==> config.mk <==
export PLATFORM = sky130hd
export DESIGN_NAME = acc_traffic_driver
export DESIGN_NICKNAME = d
export VERILOG_FILES = /design/src/rtl/acc_traffic_driver.sv
export SDC_FILE = /design/constraint.sdc
export NUM_CORES = 1
export LEC_CHECK = 0
export BUFFER_PORTS_ARGS = -buffer_cell sky130_fd_sc_hd__buf_2
export CAP_MARGIN = 15
export CORE_MARGIN = 3
export CORE_UTILIZATION = 49
export DETAILED_ROUTE_END_ITERATION = 10
export GPL_TIMING_DRIVEN = 0
export PLACE_DENSITY = 0.75
export REMOVE_ABC_BUFFERS = 1
export SETUP_SLACK_MARGIN = 0.1
export SYNTH_ARGS = -nofsm -noshare
export SYNTH_HDL_FRONTEND = slang
export SYNTH_SLANG_ARGS = --single-unit
==> constraint.sdc <==
create_clock -name clk -period 3.2 [get_ports clk]
set_input_delay 0.32 -clock clk [delete_from_list [all_inputs] [get_ports clk]]
set_output_delay 0.32 -clock clk [all_outputs]
set_load 0.05 [all_outputs]
==> src/rtl/acc_traffic_driver.sv <==
// acc_traffic_driver
//   On-chip stimulus source and bring-up checker for an accelerator stage.
//   It sends a programmed number of incrementing data beats into the
//   accelerator's consumer port. It then drains a programmed number of beats
//   from the accelerator's producer port. For the received beats it keeps a
//   beat count and an XOR signature. A run that stalls for too long is ended
//   by a timeout.
//
//   Optional build macro: ACC_TRAFFIC_DRIVER_BACKPRESSURE_EN
//     When defined, rx_ready is asserted only every other S_RECV cycle,
//     starting with the first one. This exercises backpressure on the
//     producer side.
//
// Ports
//   clk, rst_n      clock, synchronous active-low reset
//   start           one-cycle launch pulse (ignored while busy)
//   send_beats      beats to transmit        (sampled at start)
//   recv_beats      beats to receive         (sampled at start)
//   seed            first transmit data word (sampled at start)
//   timeout_cycles  stall limit, 0 = no timeout (sampled at start)
//   tx_valid/tx_ready/tx_data   master side toward the accelerator
//   rx_valid/rx_ready/rx_data   slave side from the accelerator
//   busy, done      run status
//   err_timeout     last run ended by timeout (sticky until next start)
//   rx_count        beats received in the current/last run
//   rx_xor          XOR of all received beats
module acc_traffic_driver #(
  parameter int DATA_W = 64,
  parameter int CNT_W  = 16,
  parameter int TO_W   = 14
) (
  input  logic              clk,
  input  logic              rst_n,
  input  logic              start,
  input  logic [CNT_W-1:0]  send_beats,
  input  logic [CNT_W-1:0]  recv_beats,
  input  logic [DATA_W-1:0] seed,
  input  logic [TO_W-1:0]   timeout_cycles,
  output logic              tx_valid,
  input  logic              tx_ready,
  output logic [DATA_W-1:0] tx_data,
  input  logic              rx_valid,
  output logic              rx_ready,
  input  logic [DATA_W-1:0] rx_data,
  output logic              busy,
  output logic              done,
  output logic              err_timeout,
  output logic [CNT_W-1:0]  rx_count,
  output logic [DATA_W-1:0] rx_xor
);

  localparam logic [1:0] S_IDLE = 2'd0;
  localparam logic [1:0] S_SEND = 2'd1;
  localparam logic [1:0] S_RECV = 2'd2;
  localparam logic [1:0] S_DONE = 2'd3;

  logic [1:0]        r_state;
  logic [CNT_W-1:0]  r_send_beats;
  logic [CNT_W-1:0]  r_recv_beats;
  logic [TO_W-1:0]   r_timeout;
  logic [CNT_W-1:0]  r_tx_cnt;
  logic [TO_W-1:0]   r_to_cnt;
  logic [DATA_W-1:0] r_tx_data;
  logic [CNT_W-1:0]  r_rx_count;
  logic [DATA_W-1:0] r_rx_xor;
  logic              r_err_timeout;

  logic              w_rx_ready;
  logic              w_tx_hs;
  logic              w_rx_hs;
  logic              w_stall;
  logic              w_to_hit;
  logic [CNT_W-1:0]  w_tx_cnt_inc;
  logic [CNT_W-1:0]  w_rx_cnt_inc;
  logic [TO_W-1:0]   w_to_inc;

`ifdef ACC_TRAFFIC_DRIVER_BACKPRESSURE_EN
  logic r_toggle;

  // The toggle is zero whenever we are outside S_RECV. Entry into S_RECV
  // therefore always starts with ready high, and ready alternates after that.
  always_ff @(posedge clk) begin
    if (!rst_n) begin
      r_toggle <= 1'b0;
    end else if (r_state == S_RECV) begin
      r_toggle <= ~r_toggle;
    end else begin
      r_toggle <= 1'b0;
    end
  end

  assign w_rx_ready = (r_state == S_RECV) & ~r_toggle;
`else
  assign w_rx_ready = (r_state == S_RECV);
`endif

  assign tx_valid    = (r_state == S_SEND);
  assign rx_ready    = w_rx_ready;
  assign tx_data     = r_tx_data;
  assign busy        = (r_state == S_SEND) | (r_state == S_RECV);
  assign done        = (r_state == S_DONE);
  assign err_timeout = r_err_timeout;
  assign rx_count    = r_rx_count;
  assign rx_xor      = r_rx_xor;

  assign w_tx_hs      = tx_valid & tx_ready;
  assign w_rx_hs      = w_rx_ready & rx_valid;
  assign w_tx_cnt_inc = r_tx_cnt + CNT_W'(1);
  assign w_rx_cnt_inc = r_rx_count + CNT_W'(1);
  assign w_to_inc     = r_to_cnt + TO_W'(1);

  // A stall is a cycle where our side offers a transfer and the other side
  // does not take it. With backpressure enabled, rx_ready-low cycles are not
  // stalls.
  assign w_stall  = (tx_valid & ~tx_ready) | (w_rx_ready & ~rx_valid);
  assign w_to_hit = w_stall & (r_timeout != '0) & (w_to_inc == r_timeout);

  // Main run sequencer. A handshake is checked before the timeout, so a
  // transfer that lands on the last allowed cycle still counts.
  always_ff @(posedge clk) begin
    if (!rst_n) begin
      r_state       <= S_IDLE;
      r_send_beats  <= '0;
      r_recv_beats  <= '0;
      r_timeout     <= '0;
      r_tx_cnt      <= '0;
      r_to_cnt      <= '0;
      r_tx_data     <= '0;
      r_rx_count    <= '0;
      r_rx_xor      <= '0;
      r_err_timeout <= 1'b0;
    end else begin
      case (r_state)
        S_IDLE, S_DONE: begin
          if (start) begin
            r_send_beats  <= send_beats;
            r_recv_beats  <= recv_beats;
            r_timeout     <= timeout_cycles;
            r_tx_cnt      <= '0;
            r_to_cnt      <= '0;
            r_tx_data     <= seed;
            r_rx_count    <= '0;
            r_rx_xor      <= '0;
            r_err_timeout <= 1'b0;
            if (send_beats != '0) begin
              r_state <= S_SEND;
            end else if (recv_beats != '0) begin
              r_state <= S_RECV;
            end else begin
              r_state <= S_DONE;
            end
          end
        end
        S_SEND: begin
          if (w_tx_hs) begin
            r_tx_cnt  <= w_tx_cnt_inc;
            r_tx_data <= r_tx_data + DATA_W'(1);
            r_to_cnt  <= '0;
            if (w_tx_cnt_inc == r_send_beats) begin
              r_state <= (r_recv_beats != '0) ? S_RECV : S_DONE;
            end
          end else if (w_to_hit) begin
            r_err_timeout <= 1'b1;
            r_to_cnt      <= '0;
            r_state       <= S_DONE;
          end else if (w_stall) begin
            r_to_cnt <= w_to_inc;
          end
        end
        S_RECV: begin
          if (w_rx_hs) begin
            r_rx_count <= w_rx_cnt_inc;
            r_rx_xor   <= r_rx_xor ^ rx_data;
            r_to_cnt   <= '0;
            if (w_rx_cnt_inc == r_recv_beats) begin
              r_state <= S_DONE;
            end
          end else if (w_to_hit) begin
            r_err_timeout <= 1'b1;
            r_to_cnt      <= '0;
            r_state       <= S_DONE;
          end else if (w_stall) begin
            r_to_cnt <= w_to_inc;
          end
        end
        default: r_state <= S_IDLE;
      endcase
    end
  end

endmodule

==> out/metrics.cfg <==
[run_status]
status = complete, no violations

[yosys]
synth_edf_count = 0
synth_seq_area_share_pct = 36.7
synth_flop_cell = sky130_fd_sc_hd__dfxtp_1
yosys-mux-area-fraction_pct = 0.411
yosysTopAreaCell = sky130_fd_sc_hd__dfxtp_1
avgSynthCellArea_sq_um = 7.53
synth_top_family_by_area = simple AND/OR/NAND/NOR gates
post_synth_fa_ha_maj_area_fraction_pct = 0.720
synth_top_cells_by_area = sky130_fd_sc_hd__dfxtp_1 37%, sky130_fd_sc_hd__nand2_1 8.6%, sky130_fd_sc_hd__a21oi_1 6.4%, sky130_fd_sc_hd__xor2_1 6.2%, sky130_fd_sc_hd__nor2_1 5.3%
synthCells = 1616
synth_warnings = 0
synth_area_sq_um = 12200
synth_top_cell_area_share_pct = 36.7
synth_xor_xnor_area_share_pct = 9.21
synth_simple_gate_area_share_pct = 29.3
count_of_unique_library_cells_instantiated_by_yosys = 77
fraction_of_the_mapped_netlist_area_in_compound_gates_pct = 19.0
synth_register_bits = 223
postSynth.asyncResetShare_pct = 0

[finish]
nNetsFinal = 2057
syn_to_final_growth_pct = 23.9
layout.filler_cells = 2246
layout_cell_share_with_drive_strength_beyond_1_pct = 23.5
stdcell_area_sq_um = 15100
final_core_density_pct = 61.8

[floorplanning]
overall_die_height_um = 164
floorplan.rows = 57
initial_core_util_pct = 49.9
area_of_the_die_sq_um = 26800
design.core.area_sq_um = 24400
floorplan.io_pins = 328
fp.dieW_um = 164

[critical_path]
critical_path_peak_fanout = 16
setup.worst_path.end_class = flop
reg2reg_setup_slack_ns = 0.27
timing.critical_path.arrival_ns = 3.38
slowest_delay_ns = 0.50
crit_chain = ha_1, and3_1, nand3_4, a2111oi_2, and4_1, nand4bb_4, a211o_1, a31oi_1
crit_required_ns = 3.65
cp-start-kind = flop
path_class = flop to flop
cpMaxStageDelayCell = sky130_fd_sc_hd__dfxtp_1

[power_and_ir_drop]
leakage_uw = 0.00624
power.sequential.fraction_pct = 26.5
cellPowerDensity_nw_per_um2 = 1100
p_total_uw = 16600
max-vdd-ir-drop_v = 0.000695
combinationalPowerShare_pct = 54.7
pwr-share-clk_pct = 18.8
sw_frac_of_total_pct = 49.3
p_int_uw = 8440
power_switching_uw = 8190

[timing]
totalNegativeSetupSlack_ns = 0
layout_min_cycle_time_ns = 2.93
clock.fmax_mhz = 341
timing.slew.headroom_pct = 21.1
finalHoldViolCount = 0
final-max-slew-violation-count = 0
final_critical_path_setup_slack_ns = 0.268
setup_viol_count_final = 0
rsz0062_at_grt = no
max_clock_skew_ns = 0.0130
worst_pin_slew_ns = 1.18
post-route-period-util_pct = 91.6

[placement]
gp_congestion = 0.910
post-place-ws_ns = -0.563
placement.io_buffers = 327
dpl-instance-area_sq_um = 14000
dpl.hpwl_mm = 26.4

[cts]
cts_tree = yes
clk_latency_ns = 0.52
cts.reportedPaths.clkPinSlew_ns = 0.07
quantity_of_hold_fixing_buffers_added_after_cts = 0
cts_htree_levels = 1
numClockSinks = 223
cts_made_buffers = 25
clockBufferDepth = 3
clock-root-buffer = sky130_fd_sc_hd__clkbuf_16

[drt]
viasPerCell = 5.75
starting_drc_count_in_detailed_routing = 1066
drt_first_pass_iters = 5
wire_per_inst_um = 17.1
route.final.wire_length_mm = 38.1
final_antenna_net_count = 0
detail_route.drc_violations = 0
routed-via-count = 12762

[global_route]
wire_length_of_the_first_global_routing_pass_mm = 59.0
maximum_number_of_pins_on_one_net_before_global_route_repair = 93
total_routing_resource_utilization_after_global_routing_pct = 26.5
antenna_violations_before_repair = 8
grt-ovfl-total = 0
grt_pass1_vias = 11440

[worst_hold_path]
hold_class = input port to flop

[flow_run]
max_cap_viol_count = 0

[metal layers]
metal  up-vias  part of all wire (%)  wire [um]  GRT usage (%)
met5         -                     0          0              0
met4         0                   4.0       1530           10.7
met3       102                   7.0       2650           3.98
met2       538                    48      18400           45.0
met1      5899                    41      15500           33.9
li1       6223                     -          -              -
[cell usage after synthesis (5+ instances only)]
master and count:
sky130_fd_sc_hd__nand2_1 278, sky130_fd_sc_hd__dfxtp_1 223, sky130_fd_sc_hd__nor2_1 173, sky130_fd_sc_hd__a21oi_1 155, sky130_fd_sc_hd__xor2_1 86, sky130_fd_sc_hd__clkbuf_1 81, sky130_fd_sc_hd__o21ai_0 60, sky130_fd_sc_hd__nand3_1 59
sky130_fd_sc_hd__nor3_1 50, sky130_fd_sc_hd__xnor2_1 42, sky130_fd_sc_hd__nor4_1 29, sky130_fd_sc_hd__nand4_1 27, sky130_fd_sc_hd__and3_1 26, sky130_fd_sc_hd__buf_2 22, sky130_fd_sc_hd__a31oi_1 21, sky130_fd_sc_hd__o21ai_1 21
sky130_fd_sc_hd__nor2b_1 20, sky130_fd_sc_hd__a211oi_1 14, sky130_fd_sc_hd__a41oi_1 14, sky130_fd_sc_hd__o221a_2 14, sky130_fd_sc_hd__o22ai_1 14, sky130_fd_sc_hd__inv_1 13, sky130_fd_sc_hd__and2_1 12, sky130_fd_sc_hd__and4_1 11
sky130_fd_sc_hd__buf_1 10, sky130_fd_sc_hd__o211ai_1 9, sky130_fd_sc_hd__or3_1 9, sky130_fd_sc_hd__buf_4 8, sky130_fd_sc_hd__ha_1 7, sky130_fd_sc_hd__nand4b_1 6, sky130_fd_sc_hd__a22oi_1 5, sky130_fd_sc_hd__a32oi_1 5
sky130_fd_sc_hd__mux2i_1 5, sky130_fd_sc_hd__nor3b_1 5, sky130_fd_sc_hd__o221a_1 5, sky130_fd_sc_hd__o31ai_1 5, sky130_fd_sc_hd__or4_1 5
[repair_timing]
item / in CTS / in global routing
pin swaps: 1 / 3
endpoints found under the setup margin: 45 / 68
gates resized for setup: 3 / 9
buffers inserted: 2 / 6
[sequential cells by signal, indices dropped and copies added, names as in the netlist]
name,count
rx_xor,64
r_timeout,14
err_timeout,1
r_tx_cnt,16
r_state,2
r_send_beats,16
r_to_cnt,14
r_recv_beats,16
rx_count,16
tx_data,64
[metrics by stage]
stage / instances / hold slack, ns
after floorplan: 1494 / 0.442
after global placement: 2145 / 0.456
after detailed placement: 2160 / 0.460
after CTS: 2206 / 0.0136
after global routing: 2220 / 0.0422
final: 2221 / 0.0360
[kinds of logic (layout without fill, tap and decap cells)]
| family | after synthesis | count (layout) |
|---|---|---|
| AO/OA/AOI/OAI | 374 | 374 |
| XOR/XNOR | 128 | 128 |
| adder cells (fa/ha/maj) | 7 | 7 |
| buffers and inverters | 136 | 408 |
| flip-flops | 223 | 223 |
| multiplexers | 5 | 5 |
| other | 0 | 9 |
| AND/OR/NAND/NOR | 743 | 743 |
[layout by cell type, fill, tap and decap left out, drive strengths merged, types with 19 or more instances in the layout]
master,n
a21oi,155
a31oi,21
and3,26
buf,350
clkbuf,35
dfxtp,223
nand2,278
nand3,62
nand4,30
nor2,173
nor2b,20
nor3,53
nor4,34
o21ai,81
o221a,19
xnor2,42
xor2,86
[final timing paths]
check / from / to / cells past startpoint
max: r_to_cnt[0] / r_state[0] / 8
min: timeout_cycles[10] / r_timeout[10] / 3
max reg2reg: r_to_cnt[0] / r_state[0] / 8
min reg2reg: r_send_beats[12] / r_send_beats[12] / 2
[power by group through the flow]
stage	logic, uW	clock network (uW)	registers (uW)
after floorplan	3580	0	6140
after global placement	6170	0	4110
after detailed placement	8810	0	4440
after CTS	8950	3180	4380
after global routing	9820	3280	4520
final	9100	3130	4400
[critical path, delay by kind of cell (launching register included)]
family / cells / cell delay, ns
flip-flops: 1 / 0.50
AO/OA/AOI/OAI: 3 / 0.93
adder cells (fa/ha/maj): 1 / 0.33
AND/OR/NAND/NOR: 4 / 1.11
[layout make-up]
type                       count  area, sq um  area share, %
sequential                   223         4470           29.6
multi-input combinational   1257         7240           48.0
antenna                        9         22.5          0.149
clock buffer                  35          713           4.73
timing repair buffer         350         2000           13.3
inverter                      14         55.1          0.365
clock inverter                 9          176           1.17
tap                          324          405           2.69
No activity file was read; power rests on OpenSTA's default activity.
